File: config.mk
export PLATFORM = sky130hd
export DESIGN_NAME = array_rw_ctrl
export DESIGN_NICKNAME = d
export VERILOG_FILES = /design/src/rtl/array_rw_ctrl.sv
export SDC_FILE = /design/constraint.sdc
export NUM_CORES = 1
export LEC_CHECK = 0
export ABC_AREA = 1
export BUFFER_PORTS_ARGS = -buffer_cell sky130_fd_sc_hd__buf_4
export CORE_MARGIN = 2
export CORE_UTILIZATION = 35
export DETAILED_ROUTE_END_ITERATION = 8
export HOLD_SLACK_MARGIN = 0.08
export SLEW_MARGIN = 30
export SYNTH_ARGS = -nofsm -noshare
export SYNTH_HDL_FRONTEND = slang
export SYNTH_SLANG_ARGS = --single-unit
File: constraint.sdc
create_clock -name clock -period 2.3 [get_ports clock]
set_clock_uncertainty 0.2 [all_clocks]
set_input_delay 0.345 -clock clock [delete_from_list [all_inputs] [get_ports clock]]
set_output_delay 0.345 -clock clock [all_outputs]
set_load 0.1 [all_outputs]
File: src/rtl/array_rw_ctrl.sv
// array_rw_ctrl: zero-scrub, write/read arbitration and response buffering
// for a 512x32 byte-masked SRAM macro. Optional perf counters: ARRAY_RW_PERF_CNT_EN.
module array_rw_ctrl #(
  parameter int ADDR_W = 9,
  parameter int DATA_W = 32,
  parameter int MASK_W = 4
) (
  input  logic              clock,
  input  logic              reset_n,
  output logic              init_done,
  input  logic              wr_valid,
  output logic              wr_ready,
  input  logic [ADDR_W-1:0] wr_addr,
  input  logic [DATA_W-1:0] wr_data,
  input  logic [MASK_W-1:0] wr_mask,
  input  logic              rd_req_valid,
  output logic              rd_req_ready,
  input  logic [ADDR_W-1:0] rd_req_addr,
  output logic              rd_resp_valid,
  input  logic              rd_resp_ready,
  output logic [DATA_W-1:0] rd_resp_data,
  output logic              mem_W0_en,
  output logic [ADDR_W-1:0] mem_W0_addr,
  output logic [DATA_W-1:0] mem_W0_data,
  output logic [MASK_W-1:0] mem_W0_mask,
  output logic              mem_R0_en,
  output logic [ADDR_W-1:0] mem_R0_addr,
  input  logic [DATA_W-1:0] mem_R0_data
`ifdef ARRAY_RW_PERF_CNT_EN
  ,
  output logic [31:0]       perf_rd_cnt,
  output logic [31:0]       perf_stall_cnt
`endif
);

  typedef enum logic {
    S_INIT,
    S_RUN
  } state_e;

  state_e              state_q, state_d;
  logic [ADDR_W-1:0]   cnt_q, cnt_d;
  logic [1:0]          wptr_q, wptr_d;
  logic [1:0]          rptr_q, rptr_d;
  logic [DATA_W-1:0]   buf0_q, buf0_d;
  logic [DATA_W-1:0]   buf1_q, buf1_d;
  logic                inflight_q, inflight_d;
  logic [DATA_W-1:0]   fwd_data_q, fwd_data_d;
  logic [MASK_W-1:0]   fwd_mask_q, fwd_mask_d;

  logic                run;
  logic [1:0]          count;
  logic [1:0]          occ;
  logic                pop;
  logic                rd_acc;
  logic                wr_acc;
  logic [DATA_W-1:0]   bm;
  logic [DATA_W-1:0]   cap_data;

  // Scrub sequencing, arbitration, occupancy and response FIFO next-state.
  always_comb begin
    state_d       = state_q;
    cnt_d         = cnt_q;
    wptr_d        = wptr_q;
    rptr_d        = rptr_q;
    buf0_d        = buf0_q;
    buf1_d        = buf1_q;
    inflight_d    = 1'b0;
    fwd_data_d    = fwd_data_q;
    fwd_mask_d    = '0;
    bm            = '0;
    cap_data      = '0;
    mem_W0_en     = 1'b0;
    mem_W0_addr   = wr_addr;
    mem_W0_data   = wr_data;
    mem_W0_mask   = wr_mask;

    run           = (state_q == S_RUN);
    init_done     = run;
    wr_ready      = run;
    count         = wptr_q - rptr_q;
    occ           = count + {1'b0, inflight_q};
    rd_resp_valid = (count != 2'd0);
    rd_resp_data  = rptr_q[0] ? buf1_q : buf0_q;
    pop           = rd_resp_valid & rd_resp_ready;
    rd_req_ready  = run & ((occ < 2'd2) | ((occ == 2'd2) & pop));
    rd_acc        = rd_req_valid & rd_req_ready;
    wr_acc        = wr_valid & wr_ready;
    mem_R0_en     = rd_acc;
    mem_R0_addr   = rd_req_addr;

    if (!run) begin
      // Output gated by reset_n so nothing reaches the macro while held.
      mem_W0_en   = reset_n;
      mem_W0_addr = cnt_q;
      mem_W0_data = '0;
      mem_W0_mask = '1;
      cnt_d       = cnt_q + 1'b1;
      if (cnt_q == '1) state_d = S_RUN;
    end else begin
      mem_W0_en   = wr_acc;
    end

    // A write landing on the read address in the issue cycle is merged
    // here, so the result does not rely on the macro's collision mode.
    inflight_d = rd_acc;
    if (rd_acc && wr_acc && (wr_addr == rd_req_addr)) begin
      fwd_mask_d = wr_mask;
    end
    fwd_data_d = wr_data;

    for (int i = 0; i < MASK_W; i++) begin
      bm[8*i +: 8] = {8{fwd_mask_q[i]}};
    end
    cap_data = (mem_R0_data & ~bm) | (fwd_data_q & bm);

    if (inflight_q) begin
      if (wptr_q[0]) buf1_d = cap_data;
      else           buf0_d = cap_data;
      wptr_d = wptr_q + 2'd1;
    end
    if (pop) rptr_d = rptr_q + 2'd1;
  end

  // State, scrub counter, FIFO and in-flight registers.
  always_ff @(posedge clock or negedge reset_n) begin
    if (!reset_n) begin
      state_q    <= S_INIT;
      cnt_q      <= '0;
      wptr_q     <= '0;
      rptr_q     <= '0;
      buf0_q     <= '0;
      buf1_q     <= '0;
      inflight_q <= 1'b0;
      fwd_data_q <= '0;
      fwd_mask_q <= '0;
    end else begin
      state_q    <= state_d;
      cnt_q      <= cnt_d;
      wptr_q     <= wptr_d;
      rptr_q     <= rptr_d;
      buf0_q     <= buf0_d;
      buf1_q     <= buf1_d;
      inflight_q <= inflight_d;
      fwd_data_q <= fwd_data_d;
      fwd_mask_q <= fwd_mask_d;
    end
  end

`ifdef ARRAY_RW_PERF_CNT_EN
  logic [31:0] perf_rd_cnt_q, perf_rd_cnt_d;
  logic [31:0] perf_stall_cnt_q, perf_stall_cnt_d;

  // Count accepted reads and RUN cycles where a read waits.
  always_comb begin
    perf_rd_cnt_d    = perf_rd_cnt_q;
    perf_stall_cnt_d = perf_stall_cnt_q;
    if (rd_acc) perf_rd_cnt_d = perf_rd_cnt_q + 32'd1;
    if (run && rd_req_valid && !rd_req_ready) begin
      perf_stall_cnt_d = perf_stall_cnt_q + 32'd1;
    end
  end

  // Perf counter registers.
  always_ff @(posedge clock or negedge reset_n) begin
    if (!reset_n) begin
      perf_rd_cnt_q    <= '0;
      perf_stall_cnt_q <= '0;
    end else begin
      perf_rd_cnt_q    <= perf_rd_cnt_d;
      perf_stall_cnt_q <= perf_stall_cnt_d;
    end
  end

  assign perf_rd_cnt    = perf_rd_cnt_q;
  assign perf_stall_cnt = perf_stall_cnt_q;
`endif

endmodule

==> results of run 1 <==
==> final cells by class <==
| type | instances | area, sq um |
|---|---|---|
| Clock buffer | 25 | 515 |
| Clock inverter | 7 | 119 |
| Fill cell | 1334 | 6680 |
| Inverter | 96 | 360 |
| Multi-Input combinational cell | 397 | 2230 |
| Sequential cell | 115 | 2880 |
| Tap cell | 188 | 235 |
| Timing Repair Buffer | 259 | 2180 |
==> metrics by stage <==
stage	worst slack (ns)	setup TNS, ns
floorplan	-0.359	-3.59
global placement	-0.000483	-0.000483
detailed placement	-0.0212	-0.0212
CTS	-0.247	-3.43
global route	-0.265	-5.02
finish	-0.179	-0.853
==> flip-flops by register name (all words and copies together) (netlist names) <==
name and count:
buf0_q 32, buf1_q 32, fwd_data_q 32, cnt_q 9, fwd_mask_q 4, rptr_q 2
wptr_q 2, inflight_q 1, init_done 1
==> power breakdown <==
part,internal (uW),switching (uW)
sequential,2070,19.2
clock,1880,898
combinational,885,3100
==> cell usage after synthesis (all sizes together) <==
library cell,instances
buf,26
o21ai,73
nor2,17
nand3,10
nor3,1
nor4,1
ha,4
or2,1
mux2,32
nand2,241
clkbuf,14
nand4,1
a21oi,2
and3,1
xnor2,1
dfrtp,115
xor2,12
inv,96
==> critical path: stages, from the launching register on <==
cell	delay, ns
dfrtp_2	0.42
ha_4	0.27
inv_2	0.04
ha_4	0.20
inv_2	0.06
nand3_4	0.08
nand2_2	0.08
and3_4	0.20
buf_12	0.17
==> routing by layer <==
layer | wire length [um] | part of all wire (%) | vias up
li1 | - | - | 2441
met1 | 6290 | 43 | 2349
met2 | 7120 | 49 | 151
met3 | 922 | 6.4 | 11
met4 | 142 | 0.98 | 0
met5 | 0 | 0 | -
==> cells in the final DEF (no fill, tap or decap), types with 2 or more instances in the layout <==
master / netlist / final
buf_12: 0 / 3
buf_4: 10 / 183
buf_6: 1 / 6
bufinv_16: 0 / 3
clkbuf_1: 14 / 2
clkbuf_16: 0 / 17
clkbuf_8: 0 / 7
clkinvlp_4: 0 / 2
dfrtp_1: 115 / 113
dlygate4sd3_1: 0 / 66
ha_1: 4 / 2
ha_4: 0 / 2
inv_1: 94 / 91
inv_2: 2 / 5
mux2_2: 32 / 32
nand2_1: 237 / 233
nand2_2: 4 / 5
nand2_4: 0 / 3
nand3_1: 6 / 6
nand3_2: 4 / 2
nand3_4: 0 / 2
nor2_1: 15 / 15
o21ai_0: 72 / 33
o21ai_1: 1 / 13
o21ai_2: 0 / 20
o21ai_4: 0 / 7
xor2_1: 12 / 12
==> timing repair <==
action / 4_1_cts / 5_1_grt
cloned: 0 / 0
hold buffers: 66 / 0
hold endpoints to repair: 185 / 0
endpoints found under the setup margin: 39 / 60
pin swaps: 3 / 3
buffers inserted: 0 / 1
gates resized for setup: 12 / 8
==> cells by family (layout without fill, tap and decap cells) <==
| kind of cell | after synthesis | in the layout |
|---|---|---|
| simple gates | 273 | 273 |
| buf+inv | 136 | 387 |
| flops | 115 | 115 |
| compound gates | 75 | 75 |
| mux | 32 | 32 |
| xor+xnor | 13 | 13 |
| fa+ha+maj | 4 | 4 |
==> path summary, 6_finish.rpt <==
kind                                  end  cells past startpoint  slack [ns]
min reg2reg                    buf1_q[23]                      2        0.28
max in group asynchronous       init_done                      3        0.99
min                            buf1_q[29]                      4        0.10
min in group asynchronous  fwd_data_q[10]                      3        0.41
max                             mem_R0_en                      8       -0.18
max reg2reg                     buf1_q[8]                      4        0.45
==> results_dict.tcl, run 1 <==
set metrics [dict create \
    grt_pass1_vias 4961 \
    dp.cells 988 \
    synth-seq-area-share_pct 52.8 \
    leakagePower_uw 0.00445 \
    cts.htree.levels 4 \
    placed_cell_area_sq_um 7140 \
    criticalPathCategory "flop to output pin" \
    whs_ns 0.102 \
    gp_congestion 0.778 \
    grt_pass1_wl_um 23600 \
    slew_headroom_pct 56.0 \
    netlist_area_sq_um 5450 \
    synth_fa_ha_area_share_pct 0.918 \
    wirelength_um 14500 \
    clkLatencyLatePin_ns 0.41 \
    use_met1_pct 22.6 \
    ys_ff_latch 115 \
    die_y_um 129 \
    period_minus_slack_ns 2.48 \
    cp-end-kind "output pin" \
    required_ns 1.75 \
    yosys_warnings 0 \
    hpwl_um 9430 \
    avgViaCountPerCell 4.56 \
    drv_cap 0 \
    clkTransAtPathRegs_ns 0.05 \
    cts_buffers 17 \
    synth-simple-area-share_pct 20.2 \
    final_area_sq_um 8520 \
    synth_top_family_by_area "simple AND/OR/NAND/NOR gates" \
    cts_tree "done" \
    antenna_left 0 \
    die_area_sq_um 16600 \
    diodes 0 \
    min-delay-start "mem_R0_data[29]" \
    track_usage_pct 18.3 \
    violations "negative setup slack" \
    busiest_layer "met2" \
    setup_viol 32 \
    grt_setup_unrepaired "yes" \
    synth_cells 648 \
    dr.pass1.iters 4 \
    start_util_pct 35.9 \
    fin_crit_sh_pct 108 \
    utilization_pct 56.1 \
    syn_area_per_cell_sq_um 8.41 \
    startpoint_type "flop" \
    routedWlPerCell_um 13.3 \
    cts.path.max_buffers 2 \
    finalMaxSlewViolations 0 \
    syn_to_final_growth_pct 56.3 \
    hold_path.class "input port to flop" \
    worstPathArrival_ns 1.93 \
    status "complete, but fails checks" \
    drc 0 \
    worst_pin_slew_ns 0.659 \
    powerDensity_nw_per_um2 1040 \
    synth_xor_area_share_pct 2.09 \
    cts-root-buf "clkbuf_16" \
    grt-ovfl-total 0 \
    power_uw 8850 \
    ir_drop_uv 632 \
    netlist.top_cell.by_area "dfrtp_1" \
    clock-sinks 115 \
    antenna_found_initial 0 \
    rows 45 \
    synth_area_leaders "dfrtp_1 53%, nand2_1 16%, o21ai_0 6.6%, mux2_2 6.6%, inv_1 6.5%" \
    die_x_um 129 \
    synth_nets 743 \
    synth_top_area_share_pct 52.8 \
    fin_cells 1087 \
    path_max_fanout 2 \
    dr_total_vias 4952 \
    nNetsFinal 981 \
    grt_max_degree 116 \
    max_freq_mhz 403 \
    hold_violations 0 \
    rr_startpoint "inflight_q" \
    drive_above_1_share_pct 34.5 \
    grtUsageMet2_pct 30.7 \
    io_pins 183 \
    dr.first_iter.drc_count 189 \
    yosysUniqueCellTypes 26 \
    fin_ws_ns -0.179 \
    synth-compound-area-share_pct 6.88 \
    startpoint "rptr_q[0]" \
    use_met3_pct 5.95 \
    synth.mux.area_fraction_pct 6.61 \
    core_sq_um 15200 \
    port_buffers 182 \
]
Note: power is estimated with default switching activity, not from simulation.
==> inputs of run 2 (changes only) <==
ABC_AREA = 0   (was 1)
==> results_dict.tcl, run 2 <==
set metrics [dict create \
    status "complete, but fails checks" \
    violations "negative setup slack" \
    synth.most_common_cell "dfrtp_1" \
    dr_total_vias 4170 \
    synth-simple-area-share_pct 12.4 \
    clkLatencyLatePin_ns 0.41 \
    grt_max_degree 116 \
    synth_cells 454 \
    fin_crit_sh_pct 112 \
    synth-compound-area-share_pct 6.83 \
    hold_violations 0 \
    grt-ovfl-total 0 \
    synth.mux.area_fraction_pct 15.7 \
    gp_congestion 0.734 \
    wirelength_um 14100 \
    syn_area_per_cell_sq_um 11.3 \
    nNetsFinal 803 \
    synth_fa_ha_area_share_pct 0.979 \
    yosys_most_used_dff "dfrtp_1" \
    swShare_pct 21.1 \
    grt_pass1_vias 4320 \
    synth_area_leaders "dfrtp_1 56%, mux2_2 9.5%, mux2i_1 6.3%, and2_1 4.0%, a21oi_1 3.1%" \
    grt_setup_unrepaired "yes" \
    synthTopCellsByCount "115 x dfrtp_1, 43 x mux2_2, 37 x nand2_1" \
    period_minus_slack_ns 2.58 \
    pwr-share-seq_pct 38.1 \
    p_int_uw 4270 \
    worst_pin_slew_ns 0.652 \
    synth_nets 549 \
    async_flop_share_pct 100 \
    whs_ns 0.108 \
    cts.htree.levels 4 \
    synth_top_family_by_area "multiplexers" \
    leakagePower_uw 0.00361 \
    core_sq_um 14400 \
    mostFrequentLayoutCell "buf_4" \
    synth_xor_area_share_pct 4.04 \
    clock-sinks 115 \
    dr.first_iter.drc_count 166 \
    pre_cts_slack_ns -0.00456 \
    use_met3_pct 4.55 \
    setup_viol 34 \
    fillers 1169 \
    path_max_fanout 4 \
    yosysUniqueCellTypes 28 \
    synth_top_area_share_pct 56.3 \
    dr.pass1.iters 4 \
    worstPathArrival_ns 2.03 \
    placed_cell_area_sq_um 6700 \
    grtUsageMet2_pct 31.2 \
    use_met1_pct 23.6 \
    routedWlPerCell_um 15.5 \
    max_freq_mhz 388 \
    drc 0 \
    die_y_um 125 \
    yosys_warnings 0 \
    cp-end-kind "output pin" \
    combPwrFrac_pct 7.5 \
    p_clk_share_pct 54.5 \
    grt_pass1_wl_um 22600 \
    diodes 0 \
    die_area_sq_um 15600 \
    ir_drop_uv 497 \
    start_util_pct 35.5 \
    clkTransAtPathRegs_ns 0.06 \
    top_regs "buf0_q (32), buf1_q (32), fwd_data_q (32)" \
    final_area_sq_um 8270 \
    avgViaCountPerCell 4.61 \
    cts_tree "done" \
    tns_ns -4.98 \
    hold_path.class "input port to flop" \
    netlist.top_cell.by_area "dfrtp_1" \
    antenna_left 0 \
    hpwl_um 8820 \
    required_ns 1.75 \
    synth_edf_count 0 \
    powerDensity_nw_per_um2 655 \
    switchingPower_uw 1140 \
    cts-root-buf "clkbuf_16" \
    fin_ws_ns -0.276 \
    final_cell_mix "191 x buf_4, 113 x dfrtp_1, 73 x dlygate4sd3_1" \
    busiest_layer "met2" \
    io_pins 183 \
    startpoint_type "flop" \
    slew_headroom_pct 56.6 \
    drive_above_1_share_pct 44.2 \
    track_usage_pct 18.6 \
    rows 44 \
    syn_to_final_growth_pct 61.7 \
    cts.path.max_buffers 2 \
    criticalPathCategory "flop to output pin" \
    slowest_delay_ns 0.42 \
    cts_buffers 17 \
    cpLargestDelayFamily "flip-flops" \
    crit_chain "ha_4, xnor3_2, buf_6, nand2_8, a31oi_4, nor2b_4, buf_12" \
    netlist_area_sq_um 5110 \
    synth-seq-area-share_pct 56.3 \
    finalMaxSlewViolations 0 \
    die_x_um 125 \
    slowest_stage "dfrtp_2" \
    port_buffers 182 \
    critPathBufInv 2 \
    antenna_found_initial 1 \
    drv_cap 0 \
    ys_ff_latch 115 \
]
## run 2: cell count changes in the layout (fill, tap and decap cells not counted), sizes merged, moves of 4 or more
cell | before | now
inv | 96 | 4
nor2 | 17 | 36
a21oi | 2 | 32
nand2 | 241 | 38
nor4 | 1 | 5
and2 | 0 | 33
nand2b | 0 | 5
clkbuf | 26 | 20
xnor2 | 1 | 12
mux2i | 0 | 32
o21ai | 73 | 32
mux2 | 32 | 43
buf | 192 | 199
dlygate4sd3 | 66 | 73
## run 2: power groups by stage
stage                     logic (uW)  clock network, uW  registers, uW
final                            405               2950           2060
after global routing             436               3090           2060
after CTS                        407               3020           2060
after detailed placement         311                  0           2100
after global placement           306                  0           2100
after floorplan                  117                  0           2090
## run 2: worst reg2reg max path, cell delays in order, from the launching register on
cell and delay [ns]:
dfrtp_1 0.39, inv_2 0.08, ha_4 0.12, xnor3_2 0.31, buf_6 0.16, nand2_8 0.07, a31oi_4 0.14, buf_4 0.17
buf_4 0.14, nor4_1 0.28
## run 2: final cells by class
cell class | count | area, sq um | area share, %
sequential | 115 | 2880 | 34.9
timing repair buffer | 272 | 2310 | 27.9
multi-input combinational | 299 | 2170 | 26.2
clock buffer | 20 | 467 | 5.64
tap | 184 | 230 | 2.78
clock inverter | 12 | 201 | 2.44
inverter | 3 | 11.3 | 0.136
## run 2: cells by family after synthesis
logic type,after synthesis
xor+xnor,22
fa+ha+maj,4
buf+inv,40
flops,115
compound gates,66
mux,75
simple gates,132
## run 2: routing by layer
| metal | vias up | wire, um |
|---|---|---|
| met5 | - | 0 |
| met4 | 0 | 235 |
| met3 | 23 | 712 |
| met2 | 143 | 6980 |
| met1 | 1976 | 6130 |
| li1 | 2028 | - |
## run 2: path summary, 6_finish.rpt
path / start / endpoint / slack (ns) / cells after the start
min in group asynchronous: reset_n / buf1_q[3] / 0.40 / 3
max in group asynchronous: reset_n / init_done / 0.92 / 3
max: rptr_q[0] / rd_req_ready / -0.28 / 7
max reg2reg: wptr_q[0] / fwd_mask_q[0] / 0.13 / 9
min reg2reg: buf0_q[28] / buf0_q[28] / 0.27 / 2
min: mem_R0_data[3] / buf1_q[3] / 0.11 / 3
## run 2: repair_timing
action | in CTS | in global routing
pin swaps | 2 | 4
buffers inserted | 7 | 2
endpoints found under the hold margin | 213 | 0
resized for setup | 12 | 4
endpoints found under the setup margin | 78 | 48
cloned | 0 | 0
hold buffers | 73 | 0
## run 2: stage by stage
step           power, uW  instances  utilization (%)
2_1_floorplan       2210        454                -
3_3_place_gp        2400        791             46.5
3_5_place_dp        2410        791             46.5
4_1_cts             5490        903             57.1
5_1_grt             5590        905             57.3
6_report            5410        905             57.3
